File: src/rtl/uart_tx_arbiter.sv
// Round-robin arbiter sharing one uart_tx serializer between NUM_REQ message streams.
// Grants are locked per message, with an idle gap after each message and a stall timeout.
module uart_tx_arbiter #(
  parameter int unsigned NUM_REQ    = 4,
  parameter int unsigned DATA_BITS  = 8,
  parameter int unsigned GAP_CYCLES = 16,
  parameter int unsigned TIMEOUT    = 65535
) (
  input  logic                           clk,
  input  logic                           rst_n,
  input  logic [NUM_REQ-1:0]             i_req_valid,
  input  logic [NUM_REQ*DATA_BITS-1:0]   i_req_data,
  input  logic [NUM_REQ-1:0]             i_req_last,
  output logic [NUM_REQ-1:0]             o_req_ready,
  output logic [NUM_REQ-1:0]             o_grant,
  output logic                           o_tx_start,
  output logic [DATA_BITS-1:0]           o_tx_data,
  input  logic                           i_tx_busy,
  output logic                           o_abort,
  output logic                           o_busy
);

  localparam int unsigned IdxW   = (NUM_REQ > 1) ? $clog2(NUM_REQ) : 1;
  localparam int unsigned SumW   = IdxW + 1;
  localparam int unsigned CntMax = (GAP_CYCLES > TIMEOUT) ? GAP_CYCLES : TIMEOUT;
  localparam int unsigned CntW   = (CntMax > 0) ? $clog2(CntMax + 1) : 1;
  localparam logic [CntW-1:0] ToLast  = (TIMEOUT == 0) ? '0 : CntW'(TIMEOUT - 1);
  localparam logic [CntW-1:0] GapLast = (GAP_CYCLES == 0) ? '0 : CntW'(GAP_CYCLES - 1);

  typedef enum logic [2:0] {StIdle, StLoad, StWaitBusy, StWaitDone, StGap} state_e;

  // With no gap configured, a finished or aborted message returns straight to IDLE.
  localparam state_e StPostMsg = (GAP_CYCLES == 0) ? StIdle : StGap;
  localparam logic   PostBusy  = (GAP_CYCLES != 0);

  state_e                r_state;
  logic [IdxW-1:0]       r_ptr;
  logic [NUM_REQ-1:0]    r_grant;
  logic [CntW-1:0]       r_cnt;
  logic                  r_last;
  logic                  r_tx_start;
  logic [DATA_BITS-1:0]  r_tx_data;
  logic                  r_abort;
  logic                  r_busy;

  logic                  w_any;
  logic [IdxW-1:0]       w_win;
  logic [SumW-1:0]       w_sum;
  logic                  w_valid;
  logic [DATA_BITS-1:0]  w_data;
  logic                  w_last;
  logic                  w_xfer;

  // Scan from ptr+NUM_REQ-1 down to ptr so the nearest valid requester at/after ptr wins.
  always_comb begin
    w_win = '0;
    w_sum = '0;
    for (int k = NUM_REQ - 1; k >= 0; k--) begin
      w_sum = {1'b0, r_ptr} + SumW'(k);
      if (w_sum >= SumW'(NUM_REQ)) w_sum = w_sum - SumW'(NUM_REQ);
      if (i_req_valid[w_sum[IdxW-1:0]]) w_win = w_sum[IdxW-1:0];
    end
  end

  assign w_any = |i_req_valid;

  always_comb begin
    w_valid = 1'b0;
    w_data  = '0;
    w_last  = 1'b0;
    for (int i = 0; i < NUM_REQ; i++) begin
      if (r_grant[i]) begin
        w_valid = i_req_valid[i];
        w_data  = i_req_data[i*DATA_BITS +: DATA_BITS];
        w_last  = i_req_last[i];
      end
    end
  end

  assign o_req_ready = (r_state == StLoad && !i_tx_busy) ? r_grant : '0;
  assign w_xfer      = (r_state == StLoad) && w_valid && !i_tx_busy;

  always_ff @(posedge clk or negedge rst_n) begin
    if (!rst_n) begin
      r_state    <= StIdle;
      r_ptr      <= '0;
      r_grant    <= '0;
      r_cnt      <= '0;
      r_last     <= 1'b0;
      r_tx_start <= 1'b0;
      r_tx_data  <= '0;
      r_abort    <= 1'b0;
      r_busy     <= 1'b0;
    end else begin
      r_tx_start <= 1'b0;
      r_abort    <= 1'b0;
      case (r_state)
        StIdle: begin
          if (w_any) begin
            r_grant <= NUM_REQ'(1) << w_win;
            r_ptr   <= (w_win == IdxW'(NUM_REQ - 1)) ? '0 : w_win + 1'b1;
            r_cnt   <= '0;
            r_busy  <= 1'b1;
            r_state <= StLoad;
          end
        end
        StLoad: begin
          if (w_xfer) begin
            r_tx_start <= 1'b1;
            r_tx_data  <= w_data;
            r_last     <= w_last;
            r_cnt      <= '0;
            r_state    <= StWaitBusy;
          end else if (TIMEOUT != 0 && r_cnt == ToLast) begin
            r_abort <= 1'b1;
            r_grant <= '0;
            r_cnt   <= '0;
            r_busy  <= PostBusy;
            r_state <= StPostMsg;
          end else if (TIMEOUT != 0) begin
            r_cnt <= r_cnt + 1'b1;
          end
        end
        StWaitBusy: begin
          if (i_tx_busy) r_state <= StWaitDone;
        end
        StWaitDone: begin
          if (!i_tx_busy) begin
            r_cnt <= '0;
            if (r_last) begin
              r_grant <= '0;
              r_busy  <= PostBusy;
              r_state <= StPostMsg;
            end else begin
              r_state <= StLoad;
            end
          end
        end
        StGap: begin
          if (r_cnt == GapLast) begin
            r_cnt   <= '0;
            r_busy  <= 1'b0;
            r_state <= StIdle;
          end else begin
            r_cnt <= r_cnt + 1'b1;
          end
        end
        default: begin
          r_grant <= '0;
          r_busy  <= 1'b0;
          r_state <= StIdle;
        end
      endcase
    end
  end

  assign o_grant    = r_grant;
  assign o_tx_start = r_tx_start;
  assign o_tx_data  = r_tx_data;
  assign o_abort    = r_abort;
  assign o_busy     = r_busy;

endmodule

File: config.mk
export PLATFORM = sky130hd
export DESIGN_NAME = uart_tx_arbiter
export DESIGN_NICKNAME = d
export VERILOG_FILES = /design/src/rtl/uart_tx_arbiter.sv
export SDC_FILE = /design/constraint.sdc
export NUM_CORES = 1
export LEC_CHECK = 0
export CAP_MARGIN = 15
export CORE_AREA = 4 4 78 116
export CTS_BUF_LIST = sky130_fd_sc_hd__clkbuf_16
export CTS_CLUSTER_SIZE = 12
export DETAILED_ROUTE_END_ITERATION = 10
export DIE_AREA = 0 0 82 120
export MAX_ROUTING_LAYER = met4
export SYNTH_ARGS = -nofsm -noshare
export SYNTH_HDL_FRONTEND = slang
export SYNTH_SLANG_ARGS = --single-unit
export TNS_END_PERCENT = 20
File: constraint.sdc
create_clock -name clk -period 2.4 [get_ports clk]
set_input_delay 0.48 -clock clk [delete_from_list [all_inputs] [get_ports clk]]
set_output_delay 0.48 -clock clk [all_outputs]
set_load 0.02 [all_outputs]
==> impl_metrics.py <==
metrics = {
    "synth": {
        "synth_warnings": 0,
        "async_reset_ff_frac": 1.00,
        "synth_area_leaders": "dfrtp_1 (39%), nor2_1 (4.9%), o21ai_0 (4.4%), nor3_1 (4.0%), a221oi_1 (3.7%)",
        "synth_seq_cells": 37,
        "yosysTopAreaCellShare": 0.392,
        "yosysTopAreaCell": "dfrtp_1",
        "ys_types": 49,
        "synth_edf_count": 0,
        "synth_nets": 323,
        "postSynthCellCount": 274,
        "synth_seq_area_share": 0.392,
        "syn_area_um2": 2360,
        "synthFlopType": "dfrtp_1",
        "avgSynthCellArea_um2": 8.63,
    },
    "finish": {
        "n_fill_cell": 837,
        "final_common_cell": "clkdlybuf4s50_1",
        "syn2layout_area_growth_pct": 43.1,
        "final_nets": 404,
        "fin_area_um2": 3380,
        "ff_latch_area_um2": 926,
        "antenna_cells": 0,
        "fin_cells": 460,
        "multi_input_area_um2": 1320,
        "drive_above_1_share": 0.135,
        "mostFrequentLayoutCells": "clkdlybuf4s50_1 (56), dfrtp_1 (37), nor2_1 (31)",
        "post-route-util": 0.423,
    },
    "floorplan": {
        "coreArea_um2": 8010,
        "die_y_um": 120,
        "dieArea_um2": 9840,
        "die_w_um": 82,
        "io_pins": 62,
        "row_count": 40,
        "start_util": 0.295,
    },
    "worst_setup_path": {
        "critPathArrivalTime_ns": 1.76,
        "crit_type": "in -> out",
        "crit_path_end_kind": "output pin",
        "critPathRequiredTime_ns": 1.92,
        "start_kind": "input pin",
        "critPathMaxFanout": 5,
        "worst-r2r-cell-count": 6,
    },
    "place": {
        "post-dp-hpwl_um": 5090,
        "post-place-cells": 453,
        "dpl_cell_area_um2": 3260,
        "io_buffers": 61,
        "place_congestion": 0.929,
    },
    "timing": {
        "period_minus_slack_ns": 2.24,
        "rsz0062_at_grt": "false",
        "setup_viol": 0,
        "setup-tns-final_ns": 0,
        "hold_viol_final": 0,
        "maxClockFrequency_mhz": 446,
        "slew_headroom": 0.418,
        "finalClockSkew_ns": 0.00737,
        "period_share": 0.934,
        "slew_viol_final": 0,
        "whs_ns": 0.316,
        "tightest_slew_ns": 0.873,
    },
    "power": {
        "p_switching_mw": 1.49,
        "switching_share": 0.416,
        "leakagePower_nw": 1.42,
        "clkPwrFrac": 0.173,
        "ir_drop_uv": 608,
        "power_frac_comb": 0.563,
        "seqPwrFrac": 0.265,
        "p_int_mw": 2.09,
        "power_density_nw_per_um2": 1060,
    },
    "outcome": {
        "outcome": "complete, no violations",
    },
    "cts": {
        "cts_tree": "done",
        "htree_levels": 2,
        "cts-root-buf": "clkbuf_16",
        "cts.path.max_buffers": 2,
        "clock-sinks": 37,
        "cts_buffers": 5,
        "cts_setup_buffers": 0,
        "clk_latency_ns": 0.28,
        "clk_pin_slew_ns": 0.06,
    },
    "grt": {
        "use_met3": 0.0240,
        "grt_pass1_wl_um": 11100,
        "grt_pass1_vias": 2453,
        "antenna_found_initial": 0,
        "use_met1": 0.160,
        "gr-total-overflow": 0,
        "grt.busiest_layer": "met2",
        "grt_max_degree": 38,
        "use_met2": 0.258,
        "track_usage": 0.145,
    },
    "route": {
        "via_per_inst": 5.03,
        "drt_wl_total_um": 6530,
        "antenna_left": 0,
        "drc_errors": 0,
        "num_vias": 2315,
        "wl_per_cell_um": 14.2,
        "first_pass_iters": 4,
        "drt_iter0_drc": 53,
    },
    "worst_hold_path": {
        "worst_hold_path_type": "in -> async",
    },
    "flow_run": {
        "maxCapViolations": 0,
    },
}
==> worst max-delay path, stage by stage <==
cell and delay, ns:
clkdlybuf4s50_1 0.44, nor4b_2 0.22, buf_4 0.17, and2_1 0.12
dlygate4sd2_1 0.33
==> routing by layer <==
metal | vias to the layer above | part of all wire | routed length, µm
met5 | - | 0 | 0
met4 | 0 | 0.020 | 131
met3 | 12 | 0.033 | 216
met2 | 52 | 0.54 | 3530
met1 | 1100 | 0.41 | 2650
li1 | 1151 | - | -
==> Yosys cell counts (2+ instances only) <==
library cell	n
nor3_1	19
nor2b_1	2
mux2_2	2
and2_1	7
clkbuf_1	10
and4b_1	2
ha_1	6
mux2i_1	5
xnor2_1	9
nor2_1	31
nand4_1	3
a221oi_1	10
nand3_1	10
a211oi_1	3
o22ai_1	2
o21ai_0	21
a31oi_1	2
dfrtp_1	37
nand2_1	23
buf_2	3
inv_1	13
a21oi_1	17
nor4_1	9
or2_2	3
==> logic make-up after synthesis <==
logic type               Yosys count  share of synthesized area
buffers and inverters             28                     0.0497
multiplexers                       7                     0.0307
AND/OR/NAND/NOR                  121                      0.274
XOR/XNOR                          10                     0.0370
adder cells (fa/ha/maj)            6                     0.0317
AO/OA/AOI/OAI                     65                      0.186
flip-flops                        37                      0.392
==> state kept, by name (all words and copies together) (netlist names) <==
name,count
o_abort,1
o_tx_start,1
o_busy,1
r_last,1
o_grant,4
o_tx_data,8
r_state,3
r_ptr,2
r_cnt,16
==> per-stage QoR <==
| step | setup slack [ns] | total power, mW |
|---|---|---|
| after floorplan | 0.475 | 2.20 |
| after global placement | -0.131 | 2.96 |
| after detailed placement | -0.134 | 3.01 |
| after CTS | 0.127 | 3.64 |
| after global routing | 0.0436 | 3.87 |
| final | 0.157 | 3.57 |
==> layout make-up <==
class | count | area share
timing repair buffer | 89 | 0.243
clock buffer | 5 | 0.0370
multi-input combinational | 209 | 0.391
inverter | 13 | 0.0144
sequential | 37 | 0.274
tap | 105 | 0.0388
clock inverter | 2 | 0.00222
==> worst paths after layout <==
check	from	end	slack, ns
hold / removal	rst_n	r_ptr[0]$_DFFE_PN0P_	0.32
min in group clk	o_tx_data[4]$_DFFE_PN0P_	o_tx_data[4]$_DFFE_PN0P_	0.48
setup / recovery	i_tx_busy	o_req_ready[0]	0.16
setup reg to reg	r_cnt[1]$_DFFE_PN0P_	o_busy$_DFFE_PN0P_	0.27
max in group asynchronous	rst_n	o_busy$_DFFE_PN0P_	1.54
hold reg to reg	o_tx_data[4]$_DFFE_PN0P_	o_tx_data[4]$_DFFE_PN0P_	0.48
==> power by group through the flow <==
stage               Sequential (mW)  Clock (mW)  Combinational, mW
finish                        0.946       0.617               2.01
global route                  0.976       0.663               2.23
CTS                           0.950       0.638               2.05
detailed placement            0.960           0               2.05
global placement              0.953           0               2.01
floorplan                      1.01           0               1.19
==> timing repair <==
| action | CTS | global route |
|---|---|---|
| endpoints found under the setup margin | 4 | 0 |
| hold buffers | 0 | 0 |
| resized for setup | 4 | 0 |
No activity file was read; power rests on OpenSTA's default activity.
